## src/rtl/ysequencer_pkg.sv

```systemverilog
// Shared types and constants for the multicycle sequencer.
// Opcodes, FSM states, ALU op codes and flow classes.
package ysequencer_pkg;

  localparam logic [31:0] RESET_PC_DEF = 32'h0000_0028;

  localparam logic [6:0] OPC_LOAD   = 7'h03;
  localparam logic [6:0] OPC_ALUI   = 7'h13;
  localparam logic [6:0] OPC_STORE  = 7'h23;
  localparam logic [6:0] OPC_ALUR   = 7'h33;
  localparam logic [6:0] OPC_BRANCH = 7'h63;
  localparam logic [6:0] OPC_JAL    = 7'h6F;

  typedef enum logic [2:0] {
    FETCH,
    DECODE,
    EXEC,
    MEM,
    WB
  } state_t;

  typedef enum logic [2:0] {
    ALU_AND = 3'b000,
    ALU_OR  = 3'b001,
    ALU_ADD = 3'b010,
    ALU_SUB = 3'b110,
    ALU_SLT = 3'b111
  } aluop_t;

  typedef enum logic [2:0] {
    CL_ALU,
    CL_LOAD,
    CL_STORE,
    CL_BRANCH,
    CL_JAL,
    CL_ILL
  } flow_t;

endpackage

```

## src/rtl/ysequencer_dec.sv

```systemverilog
// Instruction-register decoder for the sequencer.
// Maps IR to flow class, ALU source select, ALU op and illegal flag.
module ysequencer_dec
  import ysequencer_pkg::*;
(
  input  logic [31:0] i_ir,
  output flow_t       o_flow,
  output logic        o_alusrc,
  output logic [2:0]  o_op,
  output logic        o_illegal
);

  logic [6:0] w_opc;
  logic [2:0] w_f3;
  logic [6:0] w_f7;
  logic       w_unused_ir;

  assign w_opc       = i_ir[6:0];
  assign w_f3        = i_ir[14:12];
  assign w_f7        = i_ir[31:25];
  assign w_unused_ir = ^i_ir[24:15] ^ ^i_ir[11:7];

  // Opcode and funct decode; unknown funct defaults to add
  always_comb begin
    o_flow    = CL_ILL;
    o_alusrc  = 1'b0;
    o_op      = ALU_ADD;
    o_illegal = 1'b0;
    unique case (1'b1)
      (w_opc == OPC_ALUR): begin
        o_flow = CL_ALU;
        unique case (w_f3)
          3'b000:  o_op = (w_f7 == 7'h20) ? ALU_SUB : ALU_ADD;
          3'b111:  o_op = ALU_AND;
          3'b110:  o_op = ALU_OR;
          3'b010:  o_op = ALU_SLT;
          default: o_op = ALU_ADD;
        endcase
      end
      (w_opc == OPC_ALUI): begin
        o_flow   = CL_ALU;
        o_alusrc = 1'b1;
        unique case (w_f3)
          3'b111:  o_op = ALU_AND;
          3'b110:  o_op = ALU_OR;
          3'b010:  o_op = ALU_SLT;
          default: o_op = ALU_ADD;
        endcase
      end
      (w_opc == OPC_LOAD): begin
        o_flow   = CL_LOAD;
        o_alusrc = 1'b1;
      end
      (w_opc == OPC_STORE): begin
        o_flow   = CL_STORE;
        o_alusrc = 1'b1;
      end
      (w_opc == OPC_BRANCH): begin
        o_flow = CL_BRANCH;
        o_op   = ALU_SUB;
      end
      (w_opc == OPC_JAL): begin
        o_flow   = CL_JAL;
        o_alusrc = 1'b1;
      end
      default: begin
        o_flow    = CL_ILL;
        o_illegal = 1'b1;
      end
    endcase
  end

endmodule

```

## src/rtl/ysequencer.sv

```systemverilog
// Multicycle control sequencer: owns PC, IR and retire counter.
// Steps FETCH/DECODE/EXEC/MEM/WB and drives registered strobes.
module ysequencer
  import ysequencer_pkg::*;
#(
  parameter logic [31:0] RESET_PC = RESET_PC_DEF
) (
  input  logic        clk,
  input  logic        rst,
  input  logic [31:0] ins,
  input  logic        zero,
  input  logic [31:0] imm,
  input  logic [31:0] jTarget,
  output logic [31:0] PCin,
  output logic        RegWrite,
  output logic        ALUSrc,
  output logic        Mem2Reg,
  output logic        MemRead,
  output logic        MemWrite,
  output logic [2:0]  op,
  output logic [31:0] retired,
  output logic        illegal
);

  state_t      r_state;
  logic [31:0] r_ir;
  logic [31:0] r_pc;
  logic [31:0] r_retired;
  logic        r_illegal;
  logic        r_regwrite;
  logic        r_alusrc;
  logic        r_mem2reg;
  logic        r_memread;
  logic        r_memwrite;
  logic [2:0]  r_op;

  flow_t       w_flow;
  logic        w_alusrc;
  logic [2:0]  w_op;
  logic        w_dec_ill;
  logic [31:0] w_pcp4;

  ysequencer_dec u_dec (
    .i_ir      (r_ir),
    .o_flow    (w_flow),
    .o_alusrc  (w_alusrc),
    .o_op      (w_op),
    .o_illegal (w_dec_ill)
  );

  assign w_pcp4 = r_pc + 32'd4;

  // FSM with registered strobes set up for the state being entered
  always_ff @(posedge clk or posedge rst) begin
    if (rst) begin
      r_state    <= FETCH;
      r_ir       <= '0;
      r_pc       <= RESET_PC;
      r_retired  <= '0;
      r_illegal  <= 1'b0;
      r_regwrite <= 1'b0;
      r_alusrc   <= 1'b0;
      r_mem2reg  <= 1'b0;
      r_memread  <= 1'b0;
      r_memwrite <= 1'b0;
      r_op       <= ALU_ADD;
    end else begin
      unique case (r_state)
        FETCH: begin
          r_ir    <= ins;
          r_state <= DECODE;
        end
        DECODE: begin
          if (w_dec_ill) begin
            r_pc      <= w_pcp4;
            r_retired <= r_retired + 32'd1;
            r_illegal <= 1'b1;
            r_state   <= FETCH;
          end else begin
            r_alusrc <= w_alusrc;
            r_op     <= w_op;
            r_state  <= EXEC;
          end
        end
        EXEC: begin
          unique case (w_flow)
            CL_BRANCH: begin
              r_pc      <= zero ? r_pc + (imm << 1) : w_pcp4;
              r_retired <= r_retired + 32'd1;
              r_alusrc  <= 1'b0;
              r_op      <= ALU_ADD;
              r_state   <= FETCH;
            end
            CL_LOAD: begin
              r_memread <= 1'b1;
              r_mem2reg <= 1'b1;
              r_state   <= MEM;
            end
            CL_STORE: begin
              r_memwrite <= 1'b1;
              r_state    <= MEM;
            end
            default: begin
              r_regwrite <= 1'b1;
              r_state    <= WB;
            end
          endcase
        end
        MEM: begin
          r_memread  <= 1'b0;
          r_memwrite <= 1'b0;
          if (w_flow == CL_STORE) begin
            r_pc      <= w_pcp4;
            r_retired <= r_retired + 32'd1;
            r_alusrc  <= 1'b0;
            r_op      <= ALU_ADD;
            r_state   <= FETCH;
          end else begin
            r_regwrite <= 1'b1;
            r_state    <= WB;
          end
        end
        WB: begin
          r_pc       <= (w_flow == CL_JAL) ? r_pc + (jTarget << 2)
                                           : w_pcp4;
          r_retired  <= r_retired + 32'd1;
          r_regwrite <= 1'b0;
          r_mem2reg  <= 1'b0;
          r_alusrc   <= 1'b0;
          r_op       <= ALU_ADD;
          r_state    <= FETCH;
        end
        default: r_state <= FETCH;
      endcase
    end
  end

  assign PCin     = r_pc;
  assign RegWrite = r_regwrite;
  assign ALUSrc   = r_alusrc;
  assign Mem2Reg  = r_mem2reg;
  assign MemRead  = r_memread;
  assign MemWrite = r_memwrite;
  assign op       = r_op;
  assign retired  = r_retired;
  assign illegal  = r_illegal;

endmodule

```

## config.mk

```make
export PLATFORM = sky130hd
export DESIGN_NAME = ysequencer
export DESIGN_NICKNAME = d
export VERILOG_FILES = /design/src/rtl/ysequencer_pkg.sv /design/src/rtl/ysequencer_dec.sv /design/src/rtl/ysequencer.sv
export SDC_FILE = /design/constraint.sdc
export NUM_CORES = 1
export LEC_CHECK = 0
export ABC_AREA = 1
export CAP_MARGIN = 20
export CORE_MARGIN = 5
export CORE_UTILIZATION = 35
export DETAILED_ROUTE_END_ITERATION = 10
export DONT_BUFFER_PORTS = 1
export HOLD_SLACK_MARGIN = 0.05
export MAX_ROUTING_LAYER = met4
export PLACE_DENSITY = 0.61
export REMOVE_ABC_BUFFERS = 1
export SYNTH_ARGS = -nofsm -noshare
export SYNTH_HDL_FRONTEND = slang
export SYNTH_SLANG_ARGS = --single-unit
```

## constraint.sdc

```tcl
create_clock -name clk -period 3.1 [get_ports clk]
set_input_delay 0.465 -clock clk [delete_from_list [all_inputs] [get_ports clk]]
set_output_delay 0.465 -clock clk [all_outputs]
set_load 0.02 [all_outputs]
```

==> qor.json <==
{
  "dpl.cell_count": {"value": 2001},
  "root_buffer": {"value": "sky130_fd_sc_hd__clkbuf_16"},
  "num_rows": {"value": 61},
  "final_cell_mix": {"value": "sky130_fd_sc_hd__nand2_1, sky130_fd_sc_hd__inv_1, sky130_fd_sc_hd__nor2_1"},
  "peakVddDrop": {"value": 0.0003847, "unit": "V"},
  "setup.worst_path.start_class": {"value": "flip-flop"},
  "detailed_place_hpwl": {"value": 28010, "unit": "um"},
  "postSynth.asyncResetShare": {"value": 100.0, "unit": "%"},
  "final_net_count": {"value": 1796},
  "tritoncts": {"value": "built"},
  "grt_first_pass_wirelength": {"value": 52690, "unit": "um"},
  "worst_slew_margin_rel": {"value": 46.33, "unit": "%"},
  "synth-warning-count": {"value": 0},
  "groute.usage.overall": {"value": 22.03, "unit": "%"},
  "cp_data_arrival_time": {"value": 2.86, "unit": "ns"},
  "core-area": {"value": 27630, "unit": "sq um"},
  "min-delay-path-class": {"value": "input port to async pin"},
  "clock_insertion_delay_worst_skew": {"value": 0.36, "unit": "ns"},
  "worstRegToRegCells": {"value": 12},
  "finalCoreUtilization": {"value": 38.30, "unit": "%"},
  "filler_instances": {"value": 3066},
  "maximum_number_of_pins_on_one_net_before_global_route_repair": {"value": 62},
  "drt.antenna.violating_nets": {"value": 0},
  "vias_per_cell": {"value": 5.042},
  "flow.area_growth_from_synthesis": {"value": 8.493, "unit": "%"},
  "dominantRegCellSynth": {"value": "sky130_fd_sc_hd__dfrtp_1"},
  "dieHeight": {"value": 176.9, "unit": "um"},
  "tritoncts_num_sinks": {"value": 92},
  "finalHoldViolations": {"value": 0},
  "critical_path.max_fanout": {"value": 8},
  "worst_hold_slack_after_final_layout": {"value": 0.1396, "unit": "ns"},
  "grt_pass1_vias": {"value": 9794},
  "htree_num_levels": {"value": 3},
  "seq_area_frac_synth": {"value": 23.64, "unit": "%"},
  "floorplan.die_area": {"value": 31300, "unit": "sq um"},
  "wl_per_cell": {"value": 16.80, "unit": "um"},
  "syn-instance-count": {"value": 1621},
  "number_of_synthesized_register_bits": {"value": 92},
  "numPortBuffers": {"value": 0},
  "yosys.cell_types.count": {"value": 46},
  "cts.path.max_buffers": {"value": 2},
  "maxClockFrequency": {"value": 384.0, "unit": "MHz"},
  "globalplace.congestion": {"value": 0.9660},
  "clk_pin_slew_worst_paths": {"value": 0.08, "unit": "ns"},
  "synth_enable_flop_cells": {"value": 0},
  "post_cts_resized": {"value": 0},
  "slew_violations": {"value": 0},
  "worst_r2r_startpoint": {"value": "PCin[3]$_DFFE_PP1P_"},
  "cts-buffers-inserted": {"value": 9},
  "setup.worst_path.end_class": {"value": "flip-flop"},
  "r2r_setup_slack": {"value": 0.50, "unit": "ns"},
  "grt_antenna_before_repair": {"value": 2},
  "die_w": {"value": 176.9, "unit": "um"},
  "finalWorstPathRequiredPeriod": {"value": 2.604, "unit": "ns"},
  "non_filler_instances": {"value": 2018},
  "post-cts-setup-buffers": {"value": 0},
  "grt_setup_unrepaired": {"value": "false"},
  "clock-skew-final": {"value": 0.01864, "unit": "ns"},
  "drt_first_pass_iters": {"value": 7},
  "critPathKind": {"value": "flip-flop to flip-flop"},
  "tns": {"value": 0, "unit": "ns"},
  "finalCritPeriodShare": {"value": 84.01, "unit": "%"},
  "design.portCount": {"value": 172},
  "drt_drc_violations_left": {"value": 0},
  "timing.rr.end": {"value": "PCin[28]$_DFFE_PP0P_"},
  "floorplan.initialDensity": {"value": 35.30, "unit": "%"},
  "report.final.setup_viol": {"value": 0},
  "total_standard_cell_area_after_synthesis": {"value": 9753, "unit": "sq um"},
  "pwr_density_cell": {"value": 771.9, "unit": "nW/um^2"},
  "total_leakage_power": {"value": 5.557, "unit": "nW"},
  "drt-total-wl": {"value": 33900, "unit": "um"},
  "vias": {"value": 10175},
  "first_iter_violations": {"value": 610},
  "grt-ovfl-total": {"value": 0},
  "outcome": {"value": "finished clean"},
  "fin_total_pwr": {"value": 8.167, "unit": "mW"},
  "required": {"value": 3.35, "unit": "ns"},
  "synthesis.area_per_instance": {"value": 6.017, "unit": "sq um"},
  "mostFrequentLayoutCell": {"value": "sky130_fd_sc_hd__nand2_1"},
  "maxCapViolCount": {"value": 0},
  "hold_bufs_at_cts": {"value": 0},
  "max_slew.worst_pin.slew": {"value": 0.8051, "unit": "ns"},
  "drive_gt1_share": {"value": 5.922, "unit": "%"}
}
state kept, by name, summed over array words and instances, names as in the netlist:
name and count:
retired 32, PCin 31, r_ir 17, op 3, r_state 3, ALUSrc 1, Mem2Reg 1, MemRead 1
MemWrite 1, RegWrite 1, illegal 1
through the flow:
| step | instance area, sq um | setup slack [ns] |
|---|---|---|
| 2_1_floorplan | 9607 | 0.1637 |
| 3_3_place_gp | 10280 | 0.5825 |
| 3_5_place_dp | 10280 | 0.5520 |
| 4_1_cts | 10580 | 0.5552 |
| 5_1_grt | 10580 | 0.3517 |
| 6_report | 10580 | 0.4957 |
synth_stat cells (3+ instances only):
cell / n / area (sq um)
sky130_fd_sc_hd__nand3b_1: 11 / 82.58
sky130_fd_sc_hd__nor4_1: 9 / 56.30
sky130_fd_sc_hd__or2_2: 4 / 25.02
sky130_fd_sc_hd__o211ai_1: 3 / 22.52
sky130_fd_sc_hd__xor2_1: 36 / 315.3
sky130_fd_sc_hd__ha_1: 61 / 763.2
sky130_fd_sc_hd__buf_6: 6 / 67.56
sky130_fd_sc_hd__dfrtp_1: 89 / 2227
sky130_fd_sc_hd__nand3_2: 4 / 40.04
sky130_fd_sc_hd__inv_2: 11 / 41.29
sky130_fd_sc_hd__o31ai_1: 5 / 37.54
sky130_fd_sc_hd__nand2_1: 548 / 2057
sky130_fd_sc_hd__xnor2_1: 14 / 122.6
sky130_fd_sc_hd__nand3_1: 131 / 655.6
sky130_fd_sc_hd__nand2_2: 3 / 18.77
sky130_fd_sc_hd__buf_2: 9 / 45.04
sky130_fd_sc_hd__clkbuf_1: 3 / 11.26
sky130_fd_sc_hd__nor2_2: 13 / 81.33
sky130_fd_sc_hd__nand4_1: 20 / 125.1
sky130_fd_sc_hd__a21o_1: 4 / 30.03
sky130_fd_sc_hd__inv_1: 235 / 882.1
sky130_fd_sc_hd__a21oi_1: 74 / 370.4
sky130_fd_sc_hd__nor2_1: 177 / 664.4
sky130_fd_sc_hd__o21bai_1: 9 / 67.56
sky130_fd_sc_hd__nor3_1: 40 / 200.2
sky130_fd_sc_hd__dfstp_2: 3 / 78.83
sky130_fd_sc_hd__or2_1: 3 / 18.77
sky130_fd_sc_hd__o21ai_1: 4 / 20.02
sky130_fd_sc_hd__mux2_2: 13 / 146.4
sky130_fd_sc_hd__o21ai_0: 57 / 285.3
critical path, stage by stage, from the launching register on:
cell	delay [ns]
sky130_fd_sc_hd__dfstp_2	0.70
sky130_fd_sc_hd__ha_1	0.24
sky130_fd_sc_hd__nand3_1	0.14
sky130_fd_sc_hd__nor2_2	0.30
sky130_fd_sc_hd__nand2_2	0.16
sky130_fd_sc_hd__nor2_2	0.16
sky130_fd_sc_hd__nand2_1	0.13
sky130_fd_sc_hd__nor2_1	0.17
sky130_fd_sc_hd__nand2_1	0.12
sky130_fd_sc_hd__nor2_1	0.17
sky130_fd_sc_hd__nand2_1	0.07
sky130_fd_sc_hd__nand3_1	0.09
sky130_fd_sc_hd__nand2_1	0.05
how the worst max path moves through the flow:
stage | startpoint | to | slack (ns) | cells after the start
6_report | PCin[3]$_DFFE_PP1P_ | PCin[28]$_DFFE_PP0P_ | 0.50 | 12
2_1_floorplan | r_state[1]$_DFF_PP0_ | retired[17]$_DFFE_PP0P_ | 0.16 | 12
4_1_cts | PCin[3]$_DFFE_PP1P_ | PCin[28]$_DFFE_PP0P_ | 0.56 | 12
5_1_grt | PCin[3]$_DFFE_PP1P_ | PCin[12]$_DFFE_PP0P_ | 0.35 | 11
3_3_place_gp | jTarget[0] | PCin[12]$_DFFE_PP0P_ | 0.58 | 13
3_5_place_dp | jTarget[0] | PCin[12]$_DFFE_PP0P_ | 0.55 | 13
per-layer routing:
metal | part of all wire (%) | global-route usage (%) | vias up
li1 | - | - | 5200
met1 | 43 | 26.44 | 4612
met2 | 47 | 37.17 | 317
met3 | 7.0 | 4.593 | 46
met4 | 3.0 | 7.060 | 0
met5 | 0 | - | -
cell type report:
type / count / area (sq um) / share of cell area, %
Tap cell: 378 / 473.0 / 4.470
Sequential cell: 92 / 2306 / 21.79
Multi-Input combinational cell: 1261 / 6380 / 60.29
Clock buffer: 10 / 239.0 / 2.258
Clock inverter: 5 / 60.06 / 0.5676
Antenna cell: 2 / 5.005 / 0.04730
Timing Repair Buffer: 24 / 192.7 / 1.821
Inverter: 246 / 925.9 / 8.750
report_power, final:
| part | switching [mW] | leakage (nW) | total, mW | internal [mW] |
|---|---|---|---|---|
| Combinational | 3.17 | 4.26 | 4.79 | 1.62 |
| Sequential | 0.658 | 1.15 | 2.20 | 1.54 |
| Clock | 0.522 | 0.145 | 1.17 | 0.649 |
| Total | 4.35 | 5.56 | 8.17 | 3.81 |
cells by family (layout without fill, tap and decap cells):
family,after synthesis,count (layout),synth area share (%)
simple gates,967,967,41.69
fa+ha+maj,63,63,8.236
flops,92,92,23.64
mux,13,13,1.501
buf+inv,268,285,10.97
other cells,1,3,0.03845
xor+xnor,50,50,4.490
compound gates,167,167,9.429
Note: power is estimated with default switching activity, not from simulation.
